File: config.mk
export PLATFORM = sky130hd
export DESIGN_NAME = fetch_decode_seq
export DESIGN_NICKNAME = d
export VERILOG_FILES = /design/src/rtl/fetch_decode_seq.sv
export SDC_FILE = /design/constraint.sdc
export NUM_CORES = 1
export LEC_CHECK = 0
export ABC_AREA = 1
export BUFFER_PORTS_ARGS = -buffer_cell sky130_fd_sc_hd__buf_2
export CAP_MARGIN = 30
export CORE_MARGIN = 8
export CORE_UTILIZATION = 43
export DETAILED_ROUTE_END_ITERATION = 7
export PLACE_DENSITY = 0.79
export SKIP_LAST_GASP = 1
export SYNTH_ARGS = -nofsm -noshare
export SYNTH_HDL_FRONTEND = slang
export SYNTH_SLANG_ARGS = --single-unit
File: constraint.sdc
create_clock -name clk -period 1.6 [get_ports clk]
set_input_delay 0.32 -clock clk [delete_from_list [all_inputs] [get_ports clk]]
set_output_delay 0.32 -clock clk [all_outputs]
set_load 0.05 [all_outputs]
File: src/rtl/fetch_decode_seq.sv
// rtl/fetch_decode_seq.sv - fetch/decode/interrupt sequencer with fixed-priority vectored IRQs
// Optional wait-state watchdog with sticky err: define FDS_WATCHDOG_EN.
module fetch_decode_seq #(
   parameter int                IRQ_LINES  = 4,
   parameter int                ADDR_W     = 16,
   parameter logic [ADDR_W-1:0] VEC_BASE   = 16'h0200,
   parameter logic [ADDR_W-1:0] VEC_STRIDE = 16'h0010,
   parameter int                TIMEOUT    = 255
) (
   input  logic                 clk,
   input  logic                 reset,
   input  logic                 run,
   input  logic [IRQ_LINES-1:0] irq,
   input  logic [IRQ_LINES-1:0] irq_mask,
   input  logic [ADDR_W-1:0]    pc_in,
   output logic                 fcu_req,
   output logic                 fcu_sel,
   input  logic                 fcu_ready,
   output logic                 dec_req,
   input  logic                 dec_ready,
   output logic                 stk_req,
   output logic                 stk_push,
   output logic [ADDR_W-1:0]    stk_data,
   input  logic                 stk_ready,
   output logic                 pc_load,
   output logic [ADDR_W-1:0]    pc_vec,
   output logic [IRQ_LINES-1:0] irq_ack,
   output logic                 busy,
   output logic                 err
);

   localparam int IDX_W = (IRQ_LINES > 1) ? $clog2(IRQ_LINES) : 1;

   typedef enum logic [3:0] {
      IDLE, CHECK, F_REQ, F_WAIT, D_REQ, D_WAIT, IRQ_PUSH, IRQ_WAIT, IRQ_VEC
   } state_t;

   state_t               state, state_nxt;
   logic [IDX_W-1:0]     idx_q;
   logic [IDX_W-1:0]     pend_idx;
   logic [IRQ_LINES-1:0] pend;
   logic                 pend_any;
   logic                 wait_st;
   logic                 cur_ready;
   logic                 wd_trip;

   assign pend     = irq & irq_mask;
   assign pend_any = |pend;

   // Scan downwards so the lowest pending index is the one left standing.
   always_comb begin
      pend_idx = '0;
      for (int i = IRQ_LINES - 1; i >= 0; i--) begin
         if (pend[i]) pend_idx = IDX_W'(i);
      end
   end

   assign wait_st = (state == F_WAIT) || (state == D_WAIT) || (state == IRQ_WAIT);

   always_comb begin
      cur_ready = 1'b0;
      case (state)
         F_WAIT:   cur_ready = fcu_ready;
         D_WAIT:   cur_ready = dec_ready;
         IRQ_WAIT: cur_ready = stk_ready;
         default:  cur_ready = 1'b0;
      endcase
   end

`ifdef FDS_WATCHDOG_EN
   localparam int CNT_W = $clog2(TIMEOUT + 1);

   logic [CNT_W-1:0] wd_cnt;
   logic             err_q;

   assign wd_trip = wait_st && !cur_ready && (wd_cnt == CNT_W'(TIMEOUT - 1));
   assign err     = err_q;

   always_ff @(posedge clk or negedge reset) begin
      if (!reset) begin
         wd_cnt <= '0;
         err_q  <= 1'b0;
      end else begin
         if (state_nxt != state) wd_cnt <= '0;
         else if (wait_st)       wd_cnt <= wd_cnt + 1'b1;
         if (wd_trip) err_q <= 1'b1;
      end
   end
`else
   assign wd_trip = 1'b0;
   assign err     = 1'b0;
`endif

   // A tripped watchdog parks the sequencer in IDLE until reset.
   always_comb begin
      state_nxt = state;
      case (state)
         IDLE:     if (run && !err) state_nxt = CHECK;
         CHECK: begin
            if (pend_any)  state_nxt = IRQ_PUSH;
            else if (!run) state_nxt = IDLE;
            else           state_nxt = F_REQ;
         end
         F_REQ:    state_nxt = F_WAIT;
         F_WAIT:   if (cur_ready) state_nxt = D_REQ;  else if (wd_trip) state_nxt = IDLE;
         D_REQ:    state_nxt = D_WAIT;
         D_WAIT:   if (cur_ready) state_nxt = CHECK;  else if (wd_trip) state_nxt = IDLE;
         IRQ_PUSH: state_nxt = IRQ_WAIT;
         IRQ_WAIT: if (cur_ready) state_nxt = IRQ_VEC; else if (wd_trip) state_nxt = IDLE;
         IRQ_VEC:  state_nxt = F_REQ;
         default:  state_nxt = IDLE;
      endcase
   end

   always_ff @(posedge clk or negedge reset) begin
      if (!reset) begin
         state    <= IDLE;
         idx_q    <= '0;
         stk_data <= '0;
      end else begin
         state <= state_nxt;
         if (state == CHECK && pend_any) begin
            idx_q    <= pend_idx;
            stk_data <= pc_in;
         end
      end
   end

   assign fcu_req  = (state == F_REQ);
   assign fcu_sel  = (state == F_REQ) || (state == F_WAIT);
   assign dec_req  = (state == D_REQ);
   assign stk_req  = (state == IRQ_PUSH);
   assign stk_push = (state == IRQ_PUSH) || (state == IRQ_WAIT);
   assign pc_load  = (state == IRQ_VEC);
   assign pc_vec   = (state == IRQ_VEC) ? (VEC_BASE + ADDR_W'(idx_q) * VEC_STRIDE) : '0;
   assign irq_ack  = (state == IRQ_VEC) ? (IRQ_LINES'(1) << idx_q) : '0;
   assign busy     = (state != IDLE);

endmodule

==> results by group <==
Worst hold path
  – Beginning of the worst hold path: pc_in[15]
  – HP Class: in -> reg

Clocking
  – Clock transition at path regs: approximately 0.12 ns
  – Clock tree sinks: 22
  – Root buffer cell: clkbuf_4
  – Worst-skew pair later-pin latency: 0.31 ns
  – CTS tree: done
  – CTS Buf Count: 3
  – H-tree levels: 1
  – CTS max path bufs: 2

Timing
  – Worst Tran Pin Value: roughly 0.52 ns
  – Final setup vio count: 27
  – Relative slew margins: roughly two thirds
  – Period utilisation layout: 113%
  – Max frequency: 555 MHz
  – RSZ-0062 raised after global routing: true
  – Final setup margin: -0.202 ns
  – Final Max Tran Viols: 0
  – Final hold violations: 0
  – Min Tclk post-route: between 1.5 and 2 ns
  – Worst clock skew: 0.00357 ns

Floorplanning
  – Die Y: 69.9 µm
  – Core area: 0.00276 mm²
  – DIE AREA: 0.00489 mm²
  – Initial core utilization: 45.3%
  – Core Rows: 19
  – Num ports: 74
  – Die Wd: roughly 70 µm

Route
  – Wire length per cell: 15.9 µm
  – Final wirelength: 4530 µm
  – Via Count: 1409
  – Antenna-violating nets left: 0
  – Via/cell ratio: 4.96
  – 1st-pass router iterations: 4
  – DR DRC count: 0
  – DRT iter0 DRCs: 54

Place
  – Gpl congestion: 0.839
  – DP Area: 0.00160 mm²
  – Post-DP HPWL: 2580 µm
  – I/O Buffers: 59
  – Pre-CTS setup slack: 0.0609 ns

Synthesis
  – Most numerous cell in the Yosys netlist: nand2_1
  – Ranking of synthesized cells by area: dfrtp_1 (44%), nand2_1 (20%), buf_4 (9.6%), nor2_1 (4.5%), inv_1 (3.0%)
  – Register area share after synthesis: around 44%
  – Post-synth top area share: ~44%
  – Ys flop type: dfrtp_1
  – Synth Register Bits: 22
  – Number of synthesized flops with an enable pin: 0
  – Ys async rst share: 100%
  – Post-synthesis cell type count: 21
  – Cell taking the most area after synthesis: dfrtp_1
  – Syn_area_per_cell: ~7.6 µm²
  – Synth Cell Area: 0.00125 mm²
  – Post-synth top cells: nand2_1 (67), dfrtp_1 (22), buf_4 (16)
  – Yosys warning total: 0
  – Mapped Cells: 164

Finish
  – Area Growth Syn to Fin: 73.8%
  – Final nets: 284
  – # diodes: 0
  – Fill cell count: 184
  – Register area: 552 µm²
  – Design Area, Final: 0.00217 mm²
  – Share of layout cells above drive strength 1: 55.7%
  – Area of the multi-input gates: 783 µm²

Power and ir drop
  – Leakage: 1.17 nW
  – Worst VDD drop: roughly 1700 µV
  – P per Cell Area: approximately 2300 mW/mm²

Critical path
  – Crit. End Element: output pin
  – Worst Reg-to-Reg Cells: 10
  – Worst Path Class, Setup: reg -> out
  – Worst path arrival time: 1.48 ns
  – CP Launch Type: flop
  – Reg2reg end: stk_data[12]$_DFFE_PN0P_
  – Reg2reg setup slack: -0.08 ns
  – Crit path to: irq_ack[3]
  – Req. time, crit path: 1.28 ns
  – CP startpoint: state[0]$_DFFE_PN0P_
  – Critical path fanouts, max: 8
  – Worst R2R Start: state[2]$_DFFE_PN0P_

Global route
  – First-pass GRT wire length: 6170 µm
  – GRT overflow: 0
  – Vias in the first global route: approximately 1400
  – Total track usage: between 10% and 20%
  – Largest net degree at the start of global routing: 23
  – Initial antenna violation count: 0

Run status
  – Violations in the final reports: setup timing
  – Status: finished, violations left

Flow run
  – Max Cap Viol: 0
[layout by cell type, fill, tap and decap left out]
| cell | n |
|---|---|
| a21boi_0 | 1 |
| a22oi_1 | 1 |
| and2_1 | 1 |
| buf_12 | 4 |
| buf_2 | 45 |
| buf_4 | 16 |
| buf_6 | 13 |
| buf_8 | 6 |
| clkbuf_4 | 3 |
| clkbuf_8 | 1 |
| clkinv_2 | 1 |
| clkinv_8 | 1 |
| clkinvlp_4 | 1 |
| conb_1 | 14 |
| dfrtp_1 | 21 |
| dfrtp_2 | 1 |
| dlygate4sd3_1 | 1 |
| inv_1 | 6 |
| inv_2 | 4 |
| inv_4 | 2 |
| inv_8 | 1 |
| nand2_1 | 46 |
| nand2_2 | 17 |
| nand2_4 | 7 |
| nand2_8 | 2 |
| nand3_1 | 6 |
| nand4_1 | 1 |
| nor2_1 | 7 |
| nor2_2 | 1 |
| nor2_4 | 9 |
| nor3_4 | 4 |
| o211ai_1 | 3 |
| o21ai_0 | 3 |
| o21ai_4 | 2 |
| or2_1 | 1 |
[logic make-up (layout without fill, tap and decap cells)]
kind of cell / count (synthesis) / after routing / share of synthesized area, %
compound gates: 9 / 10 / 5.51
simple gates: 102 / 102 / 34.4
buf+inv: 30 / 105 / 15.7
flops: 22 / 22 / 44.0
other cells: 1 / 14 / 0.300
[flip-flops by register name (all words and copies together) (netlist names)]
signal    count
state         4
stk_data     16
idx_q         2
[layer usage]
| layer | part of all wire (%) | vias to the layer above | track usage, % | routed length [µm] |
|---|---|---|---|---|
| li1 | - | 656 | - | - |
| met5 | 0 | - | 0 | 0 |
| met3 | 5.9 | 24 | 3.25 | 265 |
| met2 | 56 | 80 | 27.3 | 2530 |
| met1 | 34 | 649 | 16.4 | 1560 |
| met4 | 3.9 | 0 | 5.36 | 177 |
[through the flow]
step	util [%]	TNS (ns)	cells	hold WS (ns)	power, mW
2_1_floorplan	-	-0.366	177	0.0244	2.88
3_3_place_gp	58.1	0	256	0.301	3.40
3_5_place_dp	58.1	0	256	0.305	3.43
4_1_cts	67.6	-0.990	268	0.188	4.09
5_1_grt	78.8	-3.96	284	0.192	5.16
6_report	78.8	-2.47	284	0.195	4.91
[power breakdown]
group          internal, mW  leakage, nW  total (mW)  switching (mW)
Sequential            0.816        0.272        1.03           0.211
Combinational          1.26        0.881        3.57            2.31
Clock                 0.139       0.0210       0.311           0.171
[layout make-up]
class	instances	share of cell area, %
repair inverters	3	1.27
flip-flops and latches	22	25.4
well taps	31	1.79
multi-input cells	126	36.1
repair buffers	85	30.9
inverters	13	2.88
clock buffers	4	1.67
[how the worst min path moves through the flow]
| stage | endpoint | cells past startpoint | slack, ns |
|---|---|---|---|
| 2_1_floorplan | idx_q[0]$_DFFE_PN0P_ | 0 | 0.02 |
| 6_report | stk_data[15]$_DFFE_PN0P_ | 3 | 0.20 |
| 3_5_place_dp | stk_data[14]$_DFFE_PN0P_ | 1 | 0.30 |
| 4_1_cts | stk_data[12]$_DFFE_PN0P_ | 3 | 0.19 |
| 5_1_grt | stk_data[6]$_DFFE_PN0P_ | 3 | 0.19 |
| 3_3_place_gp | stk_data[14]$_DFFE_PN0P_ | 1 | 0.30 |
[timing repair]
action                     in CTS  in global routing
setup endpoints to repair      13                 33
gates cloned                    0                  4
hold endpoints to repair       22                  0
buffers inserted                7                 13
hold buffers                    1                  0
pin swaps                       2                 18
resized for setup              43                 47
[critical path: stages, from the launching register on]
cell and delay [ns]:
dfrtp_1 0.42, inv_2 0.09, nand2_4 0.06, nor2_4 0.15, nand2_8 0.12, nor3_4 0.14
buf_6 0.18
Power figures use the tool's default switching activity.
